<file path="src/rtl/mem_arb.sv">
// mem_arb: shares one wait-stated memory port between the fetch (IF) and data (MA) requesters, MA first.
module mem_arb #(
    parameter int ADDR_WIDTH  = 24,
    parameter int DATA_WIDTH  = 24,
    parameter int WAIT_STATES = 0
) (
    input  logic                  iw_clk,
    input  logic                  iw_rst,
    input  logic                  iw_if_req,
    input  logic [ADDR_WIDTH-1:0] iw_if_addr,
    input  logic                  iw_if_flush,
    output logic                  ow_if_ack,
    output logic [DATA_WIDTH-1:0] ow_if_rdata,
    output logic                  ow_if_stall,
    input  logic                  iw_ma_req,
    input  logic                  iw_ma_we,
    input  logic [ADDR_WIDTH-1:0] iw_ma_addr,
    input  logic [DATA_WIDTH-1:0] iw_ma_wdata,
    output logic                  ow_ma_ack,
    output logic [DATA_WIDTH-1:0] ow_ma_rdata,
    output logic                  ow_ma_stall,
    output logic                  ow_mem_req,
    output logic                  ow_mem_we,
    output logic [ADDR_WIDTH-1:0] ow_mem_addr,
    output logic [DATA_WIDTH-1:0] ow_mem_wdata,
    input  logic [DATA_WIDTH-1:0] iw_mem_rdata,
    output logic                  ow_busy
);
    typedef enum logic [1:0] {IDLE, ISSUE, WAIT, RESP} state_t;
    localparam logic [3:0] WS = 4'(WAIT_STATES);
    state_t                state_q, state_d;
    logic                  grant_q, grant_d;
    logic [3:0]            cnt_q, cnt_d;
    logic                  flush_q, flush_d;
    logic                  we_q, we_d;
    logic [ADDR_WIDTH-1:0] addr_q, addr_d;
    logic [DATA_WIDTH-1:0] wdata_q, wdata_d;
    logic                  ma_win, if_win, win;
    always_ff @(posedge iw_clk) begin
        if (iw_rst) begin
            state_q <= IDLE;
            grant_q <= 1'b0;
            cnt_q   <= 4'd0;
            flush_q <= 1'b0;
            we_q    <= 1'b0;
            addr_q  <= '0;
            wdata_q <= '0;
        end else begin
            state_q <= state_d;
            grant_q <= grant_d;
            cnt_q   <= cnt_d;
            flush_q <= flush_d;
            we_q    <= we_d;
            addr_q  <= addr_d;
            wdata_q <= wdata_d;
        end
    end
    // In RESP only the requester that was not just served may win, which gives strict alternation.
    always_comb begin
        ma_win  = iw_ma_req & ((state_q == IDLE) | ((state_q == RESP) & ~grant_q));
        if_win  = iw_if_req & ~iw_if_flush & ~ma_win & ((state_q == IDLE) | ((state_q == RESP) & grant_q));
        win     = ma_win | if_win;
        state_d = state_q;
        grant_d = win ? ma_win : grant_q;
        cnt_d   = win ? WS : cnt_q;
        addr_d  = ma_win ? iw_ma_addr : (if_win ? iw_if_addr : addr_q);
        we_d    = win ? (ma_win & iw_ma_we) : we_q;
        wdata_d = ma_win ? iw_ma_wdata : wdata_q;
        flush_d = (state_q != RESP) & (flush_q | ((state_q != IDLE) & ~grant_q & iw_if_flush));
        case (state_q)
            IDLE:    state_d = win ? ISSUE : IDLE;
            ISSUE:   state_d = (cnt_q != 4'd0) ? WAIT : RESP;
            WAIT: begin
                state_d = (cnt_q == 4'd1) ? RESP : WAIT;
                cnt_d   = cnt_q - 4'd1;
            end
            RESP:    state_d = win ? ISSUE : IDLE;
            default: state_d = IDLE;
        endcase
    end
    assign ow_mem_req   = state_q == ISSUE;
    assign ow_mem_we    = we_q;
    assign ow_mem_addr  = addr_q;
    assign ow_mem_wdata = wdata_q;
    assign ow_busy      = state_q != IDLE;
    assign ow_if_ack    = (state_q == RESP) & ~grant_q & ~flush_q & ~iw_if_flush;
    assign ow_ma_ack    = (state_q == RESP) & grant_q;
    assign ow_if_rdata  = iw_mem_rdata;
    assign ow_ma_rdata  = iw_mem_rdata;
    assign ow_if_stall  = iw_if_req & ~ow_if_ack;
    assign ow_ma_stall  = iw_ma_req & ~ow_ma_ack;
endmodule

</file>
<file path="config.mk">
export PLATFORM = sky130hd
export DESIGN_NAME = mem_arb
export DESIGN_NICKNAME = d
export VERILOG_FILES = /design/src/rtl/mem_arb.sv
export SDC_FILE = /design/constraint.sdc
export NUM_CORES = 1
export LEC_CHECK = 0
export CELL_PAD_IN_SITES_DETAIL_PLACEMENT = 1
export CELL_PAD_IN_SITES_GLOBAL_PLACEMENT = 2
export CORE_ASPECT_RATIO = 1.5
export CORE_UTILIZATION = 17
export DETAILED_ROUTE_END_ITERATION = 16
export PLACE_DENSITY_LB_ADDON = 0.1
export SYNTH_ARGS = -nofsm -noshare
export SYNTH_HDL_FRONTEND = slang
export SYNTH_SLANG_ARGS = --single-unit
</file>
<file path="constraint.sdc">
create_clock -name iw_clk -period 2.3 [get_ports iw_clk]
set_clock_uncertainty 0.15 [all_clocks]
set_input_delay 0.46 -clock iw_clk [delete_from_list [all_inputs] [get_ports iw_clk]]
set_output_delay 0.46 -clock iw_clk [all_outputs]
set_load 0.02 [all_outputs]
</file>
# After elaboration in Yosys (flattened, before gate mapping)
# Cells that the tools add are included.
# word_totals
ff_bits	57
wordCells	51
out_inout_bits	103
inputBits	102
# classes
n_eq_ne	5
n_reduce_logical	6
addsub	1
n_bitwise	24
n_mux	8
# op_table
operator	n
$mux 24	2
$and 1x1->1	14
$mux 4	2
$not 1->1	6
$pmux 2 s3	1
$reduce_bool 2->1	3
$eq 2x2->1 const B	2
$eq 4x1->1 const B	1
$or 1x1->1	4
$reduce_bool 4->1	1
$sub 4x1->4 const B	1
$mux 1	3
$eq 2x1->1 const B	1
$logic_not 2->1	1
$ne 2x2->1 const B	1
$reduce_or 2->1	1

# Depth between registers and ports, before layout
# logic_depth
word_depth	10
depth_mapped	7
depth_no_buf	5

# Least setup slack after synthesis
# OpenSTA, ideal clock, no wires.
# synth_timing
path_kind	register -> output
start	reg state_q[0]
end	out ow_if_stall
slack_ps	122
t_arrival_ps	1568
stages_incl_launch_ff	5
n_path_buf	0
path_cell_list	dfxtp_1 ha_1 nor2b_1 nor3b_1 nor2b_1
# synth_between
elab_chain_cells	6
# synth_lines
element	line_no	source
start: declaration	31	state_t state_q, state_d;
start signal: assignment	49	state_q <= state_d;
$eq 2x2->1	86	assign ow_if_ack = (state_q == RESP) & ~grant_q & ~flush_q & ~iw_if_flush;
$and 1x1->1 (3 in a row)	86	
via ow_if_ack	12	output logic ow_if_ack,
$not 1->1	90	assign ow_if_stall = iw_if_req & ~ow_if_ack;
$and 1x1->1	90	
end: declaration	14	output logic ow_if_stall,
# The timed path passes the listed nets, and every way through them passes these cells.

# Worst setup path in the final report
# layout_timing
start	reg state_q[0]
end	out ow_if_stall
# layout_between
elab_chain_cells	6
# layout_lines
element	line_no
$eq 2x2->1	86
$and 1x1->1 (3 in a row)	86
$not 1->1	90
$and 1x1->1	90
# Every way passes these cells.

==> metrics.yaml <==
critical_path:
  slowest_stage: "dlygate4sd2_1"
  end_kind: "primary output"
  worst-setup-path-type: "flop to primary output"
  cp-start-kind: "flop"
  path_cells: "ha_1, nor2b_2, nor3b_4, nor2b_1, dlygate4sd2_1"
  path_buf_inv: 1
  path_delay_family: "simple AND/OR/NAND/NOR gates"
  required_ns: 1.69
  crit_path_max_fanout: 2
  critical_path.max_stage_delay_ns: 0.33
  arrival_ns: 1.59
logic_synthesis:
  ys.warnings.count: 0
  synth.distinct_cells: 29
  synth_area_leaders: "dfxtp_1 41%, buf_4 14%, nand2_1 13%, a311oi_1 7.5%, a21oi_1 5.4%"
  yosysTopAreaCell: "dfxtp_1"
  synth_area_um2: 2800
  synth_seq_cells: 57
  seq_area_frac_synth_pct: 40.7
  synth_top_cell_area_share_pct: 40.7
  syn_avg_cell_area_um2: 8.01
  synthCells: 350
  syn_nets: 459
sta:
  period_share_pct: 95.5
  setup_slack_ns: 0.105
  setup_tns_ns: 0
  whs_ns: 0.304
  final_hold_viol_count: 0
  fmax_ghz: 0.456
  final_max_slew_viol_count: 0
  final-setup-viol-count: 0
  worstMarginPinSlew_ns: 0.327
  slew_headroom_pct: 78.2
  grt_setup_unrepaired: "false"
  post-route-min-period_ns: 2.20
final_layout:
  finalNonFillerCells: 647
  num_antenna_cells: 0
  syn_to_final_growth_pct: 57.9
  fin_nets: 545
  stdcell_area_um2: 4430
  post-route-util_pct: 27.3
  final_layout_size_suffix_gt1_share_pct: 9.30
clocking:
  ctsHoldBuffers: 0
  clockBufferDepth: 2
  clock_latency_ns: 0.32
  cts_root_buf: "clkbuf_16"
  path_clk_slew_ns: 0.05
  cts_tree: "built"
  cts.sinks: 57
  h-tree-depth: 3
  cts_made_buffers: 9
grt:
  antenna_found_initial: 0
  grt_max_degree: 59
  grt_pass1_wl_um: 15100
  grt_pass1_vias: 2834
  grt-ovfl-total: 0
  grt_usage_pct: 11.8
power:
  p_leak_nw: 1.64
  p_per_area_nw_per_um2: 1190
  p_sw_mw: 1.95
  power.total_mw: 5.28
  pwr-share-comb_pct: 45.9
  p_int_mw: 3.33
  p_seq_share_pct: 27.6
  peakVddDrop_mv: 0.335
  swShare_pct: 36.9
  p_clk_share_pct: 26.5
die:
  row_count: 57
  die_y_um: 159
  io_pins: 205
  initial_core_util_pct: 17.3
  core_area_um2: 16200
  dieWidth_um: 107
  die_area_um2: 17000
placed_design:
  dp_hpwl_um: 6700
  dpl_cell_area_um2: 4110
  dp_cells: 631
  portBuffers: 132
  place_congestion: 0.663
  dp_slack_ns: -0.107
route:
  dr.max_layer_used: "met4"
  dr.first_iter.drc_count: 41
  drt-total-wl_um: 9740
  wl_met2_um: 5130
  vias_per_cell: 4.12
  via_count: 2668
  drc: 0
  drtAntennaViolNets: 0
  wire_per_inst_um: 15.0
  drt-met1-wl_um: 3870
  wl_met3_um: 552
  first_pass_iters: 4
run_status:
  status: "complete, no violations"
flow_run:
  cap_violations: 0
hold_path:
  worst_hold_path_type: "flop to flop"
area by class of cell:
cell class / count / area, µm²
Clock buffer: 14 / 274
Clock inverter: 2 / 35.0
Fill cell: 1918 / 11800
Inverter: 7 / 26.3
Multi-Input combinational cell: 213 / 1180
Sequential cell: 57 / 1140
Tap cell: 206 / 258
Timing Repair Buffer: 148 / 1520
worst paths after layout:
check                   startpoint                to  slack [ns]  cells past startpoint
setup / recovery        state_q[0]       ow_if_stall        0.10                      5
hold / removal    ow_mem_wdata[20]  ow_mem_wdata[20]        0.30                      2
setup reg to reg        state_q[0]          cnt_q[3]        0.25                      7
hold reg to reg   ow_mem_wdata[20]  ow_mem_wdata[20]        0.30                      2
metal layers:
metal,up-vias,GRT usage (%)
li1,1308,-
met1,1256,12.7
met2,85,21.2
met3,19,2.95
met4,0,5.54
met5,-,0
worst reg2reg max path: cells and delay by family (launching register included):
kind / cells / cell delay (ns)
AND/OR/NAND/NOR: 2 / 0.52
buffers and inverters: 2 / 0.32
AO/OA/AOI/OAI: 2 / 0.45
adder cells (fa/ha/maj): 1 / 0.21
flip-flops: 1 / 0.31
logic make-up (layout without fill, tap and decap cells):
family	Yosys count	in the layout	share of synthesized area (%)
fa+ha+maj	7	7	3.12
compound gates	64	64	16.0
buf+inv	80	171	18.3
simple gates	142	142	21.8
flops	57	57	40.7
state kept, by name, indices dropped and copies added (netlist names):
name	flops
ow_mem_wdata	24
cnt_q	4
ow_mem_addr	24
ow_mem_we	1
state_q	2
grant_q	1
flush_q	1
cell usage after synthesis:
cell,instances
o21a_1,1
nand2b_1,4
nor3_1,26
o21ai_0,1
nor2b_1,4
a31oi_1,1
buf_1,2
or3b_1,1
o21ai_1,2
dfxtp_1,57
nand3_1,1
nor3b_1,1
nand2_1,98
inv_1,7
a311oi_1,24
a311oi_2,2
a21oi_1,30
buf_2,11
a221oi_1,1
nor2_1,4
clkbuf_1,8
o21a_2,1
or4_1,1
ha_1,7
or3_4,1
and2_4,1
buf_6,1
buf_4,51
o31ai_2,1
repair_timing:
action	CTS	global route
gates resized for setup	7	3
endpoints found under the setup margin	6	3
pin swaps	0	0
setup buffers	0	0
placed cells by master, fill, tap and decap left out, drive strengths merged:
| cell | count |
|---|---|
| nor3b | 1 |
| nand2 | 98 |
| o31ai | 1 |
| a31oi | 1 |
| nor2b | 4 |
| inv | 7 |
| nand3 | 1 |
| nor3 | 26 |
| nand2b | 4 |
| o21ai | 3 |
| a311oi | 26 |
| o21a | 2 |
| ha | 7 |
| a221oi | 1 |
| a21oi | 30 |
| clkdlybuf4s50 | 125 |
| clkinv | 1 |
| dlygate4sd2 | 6 |
| buf | 17 |
| bufinv | 1 |
| or4 | 1 |
| dfxtp | 57 |
| or3b | 1 |
| nor2 | 4 |
| or3 | 1 |
| and2 | 1 |
| clkbuf | 14 |
power by group through the flow:
stage	Combinational (mW)	Clock, mW	Sequential (mW)
after floorplan	1.15	0	1.76
after global placement	2.47	0	1.47
after detailed placement	2.50	0	1.48
after CTS	2.50	1.46	1.46
after global routing	2.67	1.52	1.50
final	2.43	1.40	1.46
Power figures use the tool's default switching activity.
